$ cat config.mk
export PLATFORM = sky130hd
export DESIGN_NAME = pipelined_addsub_flat
export DESIGN_NICKNAME = d
export VERILOG_FILES = /design/src/rtl/pipelined_addsub_pkg.sv /design/src/rtl/pipelined_addsub_if.sv /design/src/rtl/addsub_segment.sv /design/src/rtl/full_adder.sv /design/src/rtl/pipelined_addsub.sv /design/src/flat_wrapper.sv
export SDC_FILE = /design/constraint.sdc
export NUM_CORES = 1
export LEC_CHECK = 0
export ABC_AREA = 1
export CELL_PAD_IN_SITES_DETAIL_PLACEMENT = 2
export CELL_PAD_IN_SITES_GLOBAL_PLACEMENT = 2
export CORE_MARGIN = 4
export CORE_UTILIZATION = 29
export CTS_CLUSTER_DIAMETER = 40
export DETAILED_ROUTE_END_ITERATION = 8
export GPL_TIMING_DRIVEN = 0
export PLACE_DENSITY = 0.82
export SLEW_MARGIN = 20
export SYNTH_ARGS = -nofsm -noshare
export SYNTH_HDL_FRONTEND = slang
export SYNTH_SLANG_ARGS = --single-unit
$ cat constraint.sdc
create_clock -name clk -period 6.4 [get_ports clk]
set_input_delay 1.28 -clock clk [delete_from_list [all_inputs] [get_ports clk]]
set_output_delay 1.28 -clock clk [all_outputs]
set_load 0.005 [all_outputs]
$ cat src/rtl/pipelined_addsub_pkg.sv
// Shared configuration helpers for the pipelined adder/subtractor:
// segment width derivation and the legality rule for (N, STAGES).
package pipelined_addsub_pkg;

    localparam int DEFAULT_N      = 8;
    localparam int DEFAULT_STAGES = 2;

    function automatic int seg_width(input int n, input int stages);
        return n / stages;
    endfunction

    // The width must split into equal, non-empty segments.
    function automatic bit cfg_ok(input int n, input int stages);
        return (stages >= 1) && (stages <= n) && ((n % stages) == 0);
    endfunction

endpackage

$ cat src/rtl/pipelined_addsub_if.sv
// Operand/result handshake bundle for pipelined_addsub. The master side
// supplies operand beats and accepts results; the slave side is the adder.
interface pipelined_addsub_if
    import pipelined_addsub_pkg::*;
#(
    parameter int N = DEFAULT_N
);

    logic         in_valid;
    logic         in_ready;
    logic [N-1:0] a;
    logic [N-1:0] b;
    logic         sub;
    logic         cin;
    logic         out_valid;
    logic         out_ready;
    logic [N:0]   sum;
    logic         ovf;

    modport master (
        output in_valid, a, b, sub, cin, out_ready,
        input  in_ready, out_valid, sum, ovf
    );

    modport slave (
        input  in_valid, a, b, sub, cin, out_ready,
        output in_ready, out_valid, sum, ovf
    );

endinterface

$ cat src/rtl/addsub_segment.sv
// W-bit ripple-carry chain resolving one pipeline segment of the sum.
module addsub_segment #(
    parameter int W = 4
) (
    input  logic [W-1:0] a,
    input  logic [W-1:0] b,
    input  logic         ci,
    output logic [W-1:0] s,
    output logic         co
);

    logic [W:0] c;

    assign c[0] = ci;

    for (genvar i = 0; i < W; i++) begin : g_bit
        full_adder u_fa (
            .a  (a[i]),
            .b  (b[i]),
            .ci (c[i]),
            .s  (s[i]),
            .co (c[i+1])
        );
    end

    assign co = c[W];

endmodule

$ cat src/rtl/full_adder.sv
// One-bit full adder cell used to build the ripple segments.
module full_adder (
    input  logic a,
    input  logic b,
    input  logic ci,
    output logic s,
    output logic co
);

    assign s  = a ^ b ^ ci;
    assign co = (a & b) | (ci & (a ^ b));

endmodule

$ cat src/rtl/pipelined_addsub.sv
// Pipelined ripple-carry adder/subtractor: one W-bit segment per stage,
// a single global stall, and a valid/ready handshake on both sides.
module pipelined_addsub
    import pipelined_addsub_pkg::*;
#(
    parameter int N      = DEFAULT_N,
    parameter int STAGES = DEFAULT_STAGES
) (
    input logic               clk,
    input logic               rst,
    pipelined_addsub_if.slave bus
);

    localparam int W = seg_width(N, STAGES);

    if (!cfg_ok(N, STAGES)) begin : g_cfg_check
        $error("pipelined_addsub: N=%0d must be a multiple of STAGES=%0d with 1 <= STAGES <= N",
               N, STAGES);
    end

    logic advance;

    assign advance      = !bus.out_valid || bus.out_ready;
    assign bus.in_ready = advance;

    for (genvar k = 0; k < STAGES; k++) begin : g_stage
        localparam int LO = k * W;
        localparam int HI = LO + W;

        // Operand bits [N-1:LO] still to be summed, plus the carry into bit LO.
        logic [N-1:LO] op_a;
        logic [N-1:LO] op_b;
        logic          c_in;
        logic          v_in;
        logic [W-1:0]  seg_s;
        logic          seg_co;
        logic          v_d, v_q;
        logic          c_d, c_q;
        logic [HI-1:0] s_d, s_q;

        if (k == 0) begin : g_src
            assign op_a = bus.a;
            assign op_b = bus.sub ? ~bus.b : bus.b;
            assign c_in = bus.sub | bus.cin;
            assign v_in = bus.in_valid;
            always_comb s_d = advance ? seg_s : s_q;
        end else begin : g_src
            assign op_a = g_stage[k-1].g_fwd.a_q;
            assign op_b = g_stage[k-1].g_fwd.b_q;
            assign c_in = g_stage[k-1].c_q;
            assign v_in = g_stage[k-1].v_q;
            always_comb s_d = advance ? {seg_s, g_stage[k-1].s_q} : s_q;
        end

        addsub_segment #(.W(W)) u_seg (
            .a  (op_a[HI-1:LO]),
            .b  (op_b[HI-1:LO]),
            .ci (c_in),
            .s  (seg_s),
            .co (seg_co)
        );

        // NOTE: holding is written as "_d = _q" rather than by leaving _d
        // unassigned on a branch; an unassigned path would infer a latch.
        always_comb begin
            v_d = advance ? v_in   : v_q;
            c_d = advance ? seg_co : c_q;
        end

        // NOTE: state updates use non-blocking assignments so every stage
        // samples its predecessor's value from before the clock edge.
        always_ff @(posedge clk) begin
            if (rst) begin
                v_q <= 1'b0;
                c_q <= 1'b0;
                s_q <= '0;
            end else begin
                v_q <= v_d;
                c_q <= c_d;
                s_q <= s_d;
            end
        end

        if (k < STAGES - 1) begin : g_fwd
            logic [N-1:HI] a_d, a_q;
            logic [N-1:HI] b_d, b_q;

            always_comb begin
                a_d = advance ? op_a[N-1:HI] : a_q;
                b_d = advance ? op_b[N-1:HI] : b_q;
            end

            // NOTE: data registers are reset as well as valid, so sum and ovf
            // read as zero after reset instead of stale or unknown values.
            always_ff @(posedge clk) begin
                if (rst) begin
                    a_q <= '0;
                    b_q <= '0;
                end else begin
                    a_q <= a_d;
                    b_q <= b_d;
                end
            end
        end else begin : g_last
            logic ovf_d, ovf_q;

            // Carry into the MSB is recovered from the MSB sum bit: a ^ b ^ s.
            always_comb
                ovf_d = advance ? (op_a[N-1] ^ op_b[N-1] ^ seg_s[W-1] ^ seg_co) : ovf_q;

            always_ff @(posedge clk) begin
                if (rst) begin
                    ovf_q <= 1'b0;
                end else begin
                    ovf_q <= ovf_d;
                end
            end

            assign bus.out_valid = v_q;
            assign bus.sum       = {c_q, s_q};
            assign bus.ovf       = ovf_q;
        end
    end

endmodule
$ cat src/flat_wrapper.sv
// flat-port wrapper written by rule: the top's interface ports become plain ports
module pipelined_addsub_flat import pipelined_addsub_pkg::*;
#(
    parameter int N      = DEFAULT_N,
    parameter int STAGES = DEFAULT_STAGES
)
  (clk, rst, bus_in_valid, bus_a, bus_b, bus_sub, bus_cin, bus_out_ready, bus_in_ready, bus_out_valid, bus_sum, bus_ovf);
  pipelined_addsub_if #(.N(N)) bus_i ();
  input logic clk;
  input logic rst;
  input wire logic [$bits(bus_i.in_valid)-1:0] bus_in_valid;
  input wire logic [$bits(bus_i.a)-1:0] bus_a;
  input wire logic [$bits(bus_i.b)-1:0] bus_b;
  input wire logic [$bits(bus_i.sub)-1:0] bus_sub;
  input wire logic [$bits(bus_i.cin)-1:0] bus_cin;
  input wire logic [$bits(bus_i.out_ready)-1:0] bus_out_ready;
  output wire logic [$bits(bus_i.in_ready)-1:0] bus_in_ready;
  output wire logic [$bits(bus_i.out_valid)-1:0] bus_out_valid;
  output wire logic [$bits(bus_i.sum)-1:0] bus_sum;
  output wire logic [$bits(bus_i.ovf)-1:0] bus_ovf;
  assign bus_i.in_valid = bus_in_valid;
  assign bus_i.a = bus_a;
  assign bus_i.b = bus_b;
  assign bus_i.sub = bus_sub;
  assign bus_i.cin = bus_cin;
  assign bus_i.out_ready = bus_out_ready;
  assign bus_in_ready = bus_i.in_ready;
  assign bus_out_valid = bus_i.out_valid;
  assign bus_sum = bus_i.sum;
  assign bus_ovf = bus_i.ovf;
  pipelined_addsub #(.N(N), .STAGES(STAGES)) u_core (.clk(clk), .rst(rst), .bus(bus_i));
endmodule
==> Implementation_results.wiki, run 1 <==
{| class="wikitable"
! Metric !! Value
|-
| Status || finished, final reports clean
|-
| PwrDens || 230 nW/um2
|-
| Max Slew Vio Count || 0
|-
| Portion of the post-synthesis area used by sequential elements || 42.0%
|-
| Count of input and output buffers || 32
|-
| Relative contribution of combinational cells to total power || 25.5%
|-
| Signal arrival time at the worst endpoint || 2.86 ns
|-
| Number of library cell types mapped by synthesis || 19
|-
| Average via count per standard cell || 4.56
|-
| Die W || 72.1 um
|-
| Hold Violations, Final || 0
|-
| Total standard cell area after synthesis || 1190 um2
|-
| Final period utilization || 64.6%
|-
| Class of the tightest hold or removal check || reg2reg
|-
| Synthesized Nets || 171
|-
| Register-to-register setup slack || 4.01 ns
|-
| Routed WL || 3.26 mm
|-
| Worst hold path cell count || 2
|-
| Antenna cell count || 0
|-
| Max stage delay cell, worst path || clkdlybuf4s50_1
|-
| CTS HTree Levels || 1
|-
| Peak VDD IR || 0.0796 mV
|-
| Hold-fix buffers at CTS || 0
|-
| Number of antenna violations at the first check in global routing || 0
|-
| Core region area || 4000 um2
|-
| Pre-CTS setup slack || 2.25 ns
|-
| Slew headroom || 73.0%
|-
| Register bit total from synthesis || 25
|-
| Area of the die || 5200 um2
|-
| Total number of placement rows || 23
|-
| Final weighted congestion of routability-driven global placement || 0.692
|-
| Switching power summed over all nets || 102 uW
|-
| Setup-failing EPs final || 0
|-
| Vias after detailed routing || 1031
|-
| Setup TNS after final layout || 0 ns
|-
| Max clock buf depth || 2
|-
| Max Cap Viol || 0
|-
| Worst clock skew || 0.00429 ns
|-
| Setup repair after global routing missed its margin || no
|-
| Average wire per standard cell || 14.4 um
|-
| Number of nets in the finished design || 208
|-
| Final period demand of the worst path || 4.14 ns
|-
| Drt pass-1 iters || 4
|-
| Share of total power in sequential cells || 49.5%
|-
| Post-CTS setup buffer count || 0
|-
| Boundary Pins || 34
|-
| Critical path type || in2out
|-
| Overall overflow remaining after global route || 0
|-
| Share of final-layout standard cells stronger than drive strength 1 || 6.82%
|-
| Part of the total power dissipated in the clock network || 25.0%
|-
| Maximum net fanout on the critical path || 10
|-
| Initial core utilization || 29.8%
|-
| Placed wire-length estimate after detailed placement || 2.58 mm
|-
| Via count of the first global-routing pass || 1192
|-
| Clk sinks || 25
|-
| Cell at the root of the clock tree || clkbuf_8
|-
| Layout area overhead || 35.9%
|-
| Maximum number of pins on one net before global-route repair || 14
|-
| Path depth of the worst reg2reg path || 11
|-
| Resized Gates After CTS || 0
|-
| Worst path required time || 5.12 ns
|-
| Worst Setup Slack, final || 2.26 ns
|-
| Average footprint of a synthesized cell || 8.51 um2
|-
| Kind of capture point of the worst setup path || output pin
|-
| DRT antenna net count || 0
|-
| Number of instances in the synthesized netlist || 140
|-
| Cell chain of the critical path || clkdlybuf4s50_1 > inv_1 > nand2_2 > buf_2 > clkdlybuf4s50_1
|-
| Actual slew at the worst max-slew pin || 0.404 ns
|-
| Total routing usage reported by global routing || 13.9%
|-
| Worst path most repeated cell || clkdlybuf4s50_1
|-
| Drc violations || 0
|-
| P_leak || 0.000670 uW
|-
| Clock buffers created by TritonCTS || 3
|-
| Filler Cell Count || 465
|-
| Final core occ || 40.5%
|-
| Global-route wire length before repair || 5.69 mm
|-
| Violation count after the first detailed-routing iteration || 31
|-
| Fmax || 242 MHz
|-
| Die outline height || 72.1 um
|-
| Clock tree from TritonCTS || yes
|-
| Int Pwr || 270 uW
|-
| Crit start category || input port
|-
| Skew-Pair Late Insertion Delay || 0.26 ns
|-
| Switching share of power || 27.5%
|-
| Count of synthesis-stage warnings from yosys || 0
|-
| Worst path max stage delay || 0.55 ns
|-
| Clock-pin slew on the worst setup and hold paths || 0.09 ns
|}
[cell usage in the layout (no fill, tap or decap)]
cell	n
nor2_4	1
ha_1	1
fa_1	8
nand2_2	1
buf_2	2
nand3_1	1
o21ai_0	21
clkdlybuf4s50_1	32
inv_2	1
buf_4	3
buf_6	1
a21oi_1	15
xor2_1	1
nor2_1	23
dfxtp_1	25
inv_1	18
clkbuf_1	3
xnor2_1	7
clkbuf_8	3
o21ai_1	2
nand2_1	7
[metal layers]
metal / vias to the layer above / wire [um] / GRT usage [%]
li1: 504 / - / -
met1: 503 / 1360 / 16.2
met2: 22 / 1760 / 26.2
met3: 2 / 135 / 2.63
met4: 0 / 4 / 3.13
met5: - / 0 / 0
[cell type report]
cell class	count	area, um2	share of cell area, %
multi-input cells	88	568	35.1
flip-flops and latches	25	500	30.9
repair buffers	32	320	19.8
inverters	19	71.3	4.40
well taps	50	62.6	3.86
plain buffers	8	51.3	3.17
clock buffers	4	45.0	2.78
[through the flow]
stage | instances | instance area, um2 | power (uW) | hold WS [ns]
after floorplan | 140 | 1190 | 235 | 0.430
after global placement | 222 | 1570 | 278 | 0.441
after detailed placement | 222 | 1570 | 285 | 0.456
after CTS | 226 | 1620 | 379 | 0.470
after global routing | 226 | 1620 | 400 | 0.492
final | 226 | 1620 | 372 | 0.465
[critical path, delay by kind of cell]
| kind | cells | cell delay [ns] |
|---|---|---|
| buf+inv | 4 | 1.44 |
| simple gates | 1 | 0.13 |
[cell usage after synthesis]
library cell | count | area share, %
dfxtp_1 | 25 | 42
nor2_1 | 23 | 7.2
o21ai_0 | 21 | 8.8
inv_1 | 18 | 5.7
a21oi_1 | 15 | 6.3
fa_1 | 8 | 13
nand2_1 | 7 | 2.2
xnor2_1 | 7 | 5.1
buf_4 | 3 | 1.9
buf_2 | 2 | 0.84
clkbuf_1 | 2 | 0.63
o21ai_1 | 2 | 0.84
buf_6 | 1 | 0.95
ha_1 | 1 | 1.1
inv_2 | 1 | 0.31
nand2_2 | 1 | 0.53
nand3_1 | 1 | 0.42
nor2_4 | 1 | 0.95
xor2_1 | 1 | 0.74
[registers in the layout, indices dropped and copies added, names as in the netlist]
name and flops:
u_core.g_stage.s_q 12, u_core.g_stage.g_fwd.a_q 4, u_core.g_stage.g_fwd.b_q 4, u_core.bus.ovf 1, u_core.g_stage.v_q 1, u_core.g_stage.c_q 2, u_core.bus.out_valid 1
[final timing paths]
path                                                             startpoint                            endpoint
worst max-delay path                                          bus_out_ready                        bus_in_ready
worst min-delay path                     u_core.g_stage[0].v_q$_SDFFE_PP0P_  u_core.g_stage[0].v_q$_SDFFE_PP0P_
worst max register to register  u_core.g_stage[0].g_fwd.b_q[4]$_SDFFE_PP0P_         u_core.bus.ovf$_SDFFE_PP0P_
worst min register to register           u_core.g_stage[0].v_q$_SDFFE_PP0P_  u_core.g_stage[0].v_q$_SDFFE_PP0P_
[power groups by stage]
stage	logic, uW	registers, uW	clock network, uW
global placement	91.6	187	0
detailed placement	96.8	188	0
floorplan	48.6	187	0
global route	109	187	104
CTS	97.6	185	97.0
finish	94.9	184	92.9
[cell families (layout without fill, tap and decap cells)]
kind of cell / Yosys count / after routing / synth area share [%]
buffers and inverters: 27 / 63 / 10.3
xor gates and xnor gates: 8 / 8 / 5.88
DFF: 25 / 25 / 42.0
and+or+nand+nor: 33 / 33 / 11.3
adders and majority gates: 9 / 9 / 14.5
AOI/OAI and AO/OA: 38 / 38 / 16.0
No activity file was read; power rests on OpenSTA's default activity.
==> inputs of run 2 (changes only) <==
--- a/config.mk
+++ b/config.mk
@@ -9,11 +9,11 @@
 export CELL_PAD_IN_SITES_DETAIL_PLACEMENT = 2
 export CELL_PAD_IN_SITES_GLOBAL_PLACEMENT = 2
 export CORE_MARGIN = 4
-export CORE_UTILIZATION = 29
+export CORE_UTILIZATION = 27
 export CTS_CLUSTER_DIAMETER = 40
 export DETAILED_ROUTE_END_ITERATION = 8
 export GPL_TIMING_DRIVEN = 0
-export PLACE_DENSITY = 0.82
+export PLACE_DENSITY = 0.77
 export SLEW_MARGIN = 20
 export SYNTH_ARGS = -nofsm -noshare
 export SYNTH_HDL_FRONTEND = slang
==> constraint.sdc (replaced) <==
create_clock -name clk -period 3.91 [get_ports clk]
set_input_delay 0.782 -clock clk [delete_from_list [all_inputs] [get_ports clk]]
set_output_delay 0.782 -clock clk [all_outputs]
set_load 0.005 [all_outputs]
==> run 2 against run 1 <==
  * Sequential share of layout area is the same
  * First-iteration DRC count fell by 23%
  * Global-route usage increased by 0.56 points
  * Clock power up 65%
  * Non-clock buffer count is the same
  * Routed wire length up 2.9%
  * Register-to-register slack worse by 2.5 ns
  * Combinational power rose by 65%
  * Highest routed layer unchanged
==> Implementation_results.wiki, run 2 (synthesis gave the netlist of run 1 again) <==
{| class="wikitable"
! Metric !! Value
|-
| Min-Delay Startpoint || u_core.g_stage[0].v_q$_SDFFE_PP0P_
|-
| Setup repair after global routing missed its margin || no
|-
| Filler Cell Count || 460 (-1.1%)
|-
| Max stage delay cell, worst path || clkdlybuf4s50_1
|-
| Average wire per standard cell || 14.9 um (+2.9%)
|-
| Core region area || 4140 um2 (+3.6%)
|-
| Global routing met2 resource utilization || 26.7% (+0.54 points)
|-
| Violation count after the first detailed-routing iteration || 24 (-23%)
|-
| Fmax || 319 MHz
|-
| Critical path buffers and inverters || 4 (unchanged)
|-
| Largest register by flop count || u_core.g_stage.s_q
|-
| Resized Gates After CTS || 0 (unchanged)
|-
| Max Cap Viol || 0 (unchanged)
|-
| Final period utilization || 80.2%
|-
| Clock-pin slew on the worst setup and hold paths || 0.09 ns (about the same)
|-
| Crit start category || input port
|-
| Drt pass-1 iters || 4 (unchanged)
|-
| Worst path max stage delay || 0.54 ns (about the same)
|-
| Max Slew Vio Count || 0 (unchanged)
|-
| Final core occ || 39.1% (-1.4 points)
|-
| Area of the die || 5540 um2 (+6.6%)
|-
| Worst path most repeated cell || clkdlybuf4s50_1
|-
| Placed wire-length estimate after detailed placement || 2.58 mm (about the same)
|-
| Hold Violations, Final || 0 (unchanged)
|-
| Post-CTS setup buffer count || 0 (unchanged)
|-
| Maximum net fanout on the critical path || 10 (unchanged)
|-
| Most common cell after layout, fill and taps aside || clkdlybuf4s50_1
|-
| Actual slew at the worst max-slew pin || 0.405 ns (+0.000503 ns)
|-
| Skew-Pair Late Insertion Delay || 0.27 ns (about the same)
|-
| Setup-failing EPs final || 0 (unchanged)
|-
| P_leak || 0.000670 uW (unchanged)
|-
| Vias after detailed routing || 1037 (+0.58%)
|-
| Crit path from || bus_out_ready
|-
| Met1 usage || 17.4% (+1.2 points)
|-
| Setup TNS after final layout || 0 ns (unchanged)
|-
| Share of final-layout standard cells stronger than drive strength 1 || 6.82% (unchanged)
|-
| Status || finished, final reports clean
|-
| PwrDens || 378 nW/um2 (+64%)
|-
| Top Family by Delay on Critical Path || buffers and inverters
|-
| Initial core utilization || 28.7% (-1.0 points)
|-
| Die outline height || 74.4 um (+3.2%)
|-
| Worst clock skew || 0.00455 ns (+0.000263 ns)
|-
| Total routing usage reported by global routing || 14.5% (+0.56 points)
|-
| Class of the tightest hold or removal check || reg2reg
|-
| Registers with the most flip-flops || u_core.g_stage.s_q: 12 flops, u_core.g_stage.g_fwd.a_q: 4 flops, u_core.g_stage.g_fwd.b_q: 4 flops
|-
| Boundary Pins || 34 (unchanged)
|-
| Hold-fix buffers at CTS || 0 (unchanged)
|-
| Maximum number of pins on one net before global-route repair || 14 (unchanged)
|-
| Signal arrival time at the worst endpoint || 2.35 ns (-0.51 ns)
|-
| Final weighted congestion of routability-driven global placement || 0.719 (+3.8%)
|-
| Worst Setup Slack, final || 0.774 ns (-1.49 ns)
|-
| Largest register FFs || 12 (unchanged)
|-
| Die W || 74.4 um (+3.2%)
|-
| DRT antenna net count || 0 (unchanged)
|-
| Commonest cells after routing, fill and taps aside || clkdlybuf4s50_1 (32), dfxtp_1 (25), nor2_1 (23)
|-
| Number of antenna violations at the first check in global routing || 0 (unchanged)
|-
| Final period demand of the worst path || 3.14 ns
|-
| Routed WL || 3.36 mm (+2.9%)
|-
| Overall overflow remaining after global route || 0 (unchanged)
|-
| Layout area overhead || 35.9% (unchanged)
|-
| Average via count per standard cell || 4.59 (+0.58%)
|-
| CTS HTree Levels || 1 (unchanged)
|-
| Clk sinks || 25 (unchanged)
|-
| Max clock buf depth || 2 (unchanged)
|-
| Kind of capture point of the worst setup path || output pin
|-
| Drc violations || 0 (unchanged)
|-
| Antenna cell count || 0 (unchanged)
|-
| Worst hold slack across all endpoints || 0.459 ns (-0.00620 ns)
|-
| Clock buffers created by TritonCTS || 3 (unchanged)
|-
| Pre-CTS setup slack || 0.560 ns (-1.69 ns)
|-
| Final cell count without fillers || 226 (unchanged)
|-
| Register-to-register setup slack || 1.51 ns (-2.50 ns)
|-
| Reg2Reg Launch Point || u_core.g_stage[0].g_fwd.b_q[4]$_SDFFE_PP0P_
|-
| Number of nets in the finished design || 208 (unchanged)
|-
| Total number of placement rows || 23 (unchanged)
|-
| Worst path required time || 3.13 ns (-1.99 ns)
|-
| Cell count after placement || 222 (unchanged)
|-
| Count of input and output buffers || 32 (unchanged)
|-
| Cell at the root of the clock tree || clkbuf_8
|-
| Slew headroom || 73.0% (about the same)
|-
| Global-route wire length before repair || 6.19 mm (+8.9%)
|-
| GR Layer Usage met3 || 2.70% (+0.071 points)
|-
| Via count of the first global-routing pass || 1309 (+9.8%)
|-
| Cell chain of the critical path || clkdlybuf4s50_1 > inv_1 > nand2_2 > buf_2 > clkdlybuf4s50_1
|-
| Peak VDD IR || 0.129 mV (+63%)
|-
| Critical path type || in2out
|-
| Busiest metal layer after global routing || met2
|-
| Clock tree from TritonCTS || yes
|}
-- run 2: cell counts in the layout (fill, tap and decap cells not counted) --
No cell type changed its count.
-- run 2: worst paths after layout --
kind	to	depth (start not counted)
worst min register to register	u_core.g_stage[0].v_q$_SDFFE_PP0P_	2
worst max register to register	u_core.bus.ovf$_SDFFE_PP0P_	11
worst min-delay path	u_core.g_stage[0].v_q$_SDFFE_PP0P_	2
worst max-delay path	bus_in_ready	5
-- run 2: final cells by class --
cell class	instances	area, um2	share of cell area (%)
clock buffers	4	45.0	2.78
well taps	50	62.6	3.86
plain buffers	8	51.3	3.17
inverters	19	71.3	4.40
multi-input cells	88	568	35.1
flip-flops and latches	25	500	30.9
repair buffers	32	320	19.8
-- run 2: worst min-delay path, cell delays in order, from the launching register on --
cell	delay (ns)
dfxtp_1	0.31
inv_1	0.06
a21oi_1	0.05
-- run 2: power by group --
group	internal [uW]	total [uW]	switching, uW	leakage, uW
registers	285	302	16.8	0.000208
clock network	72.8	153	80.5	0.0000228
logic	84.6	157	72.6	0.000440
-- run 2: metal layers --
metal,part of all wire [%],vias up
met5,0,-
met4,0.83,0
met3,4.7,6
met2,52,30
met1,43,497
li1,-,504
-- run 2: metrics by stage --
step / instance area (um2) / power [uW]
6_report: 1620 / 612
5_1_grt: 1620 / 663
4_1_cts: 1620 / 623
3_5_place_dp: 1570 / 467
3_3_place_gp: 1570 / 457
2_1_floorplan: 1190 / 385
==> inputs of run 3 (changes only) <==
==> constraint.sdc (replaced) <==
create_clock -name clk -period 3 [get_ports clk]
set_input_delay 0.6 -clock clk [delete_from_list [all_inputs] [get_ports clk]]
set_output_delay 0.6 -clock clk [all_outputs]
set_load 0.005 [all_outputs]
==> results of run 3 <==
Same layout as run 2 (identical final DEF). Status: finished, final reports clean.
Main changes from that run: setup slack after placement 0.560 ns -> -0.168 ns; setup slack after layout 0.774 ns -> 0.143 ns; start point of the critical path bus_out_ready -> bus_b[0]; end point of the critical path bus_in_ready -> u_core.g_stage[0].s_q[3]$_SDFFE_PP0P_; register-to-register setup slack 1.51 ns -> 0.60 ns; total power 612 uW -> 798 uW; worst IR drop on VDD 0.129 mV -> 0.169 mV
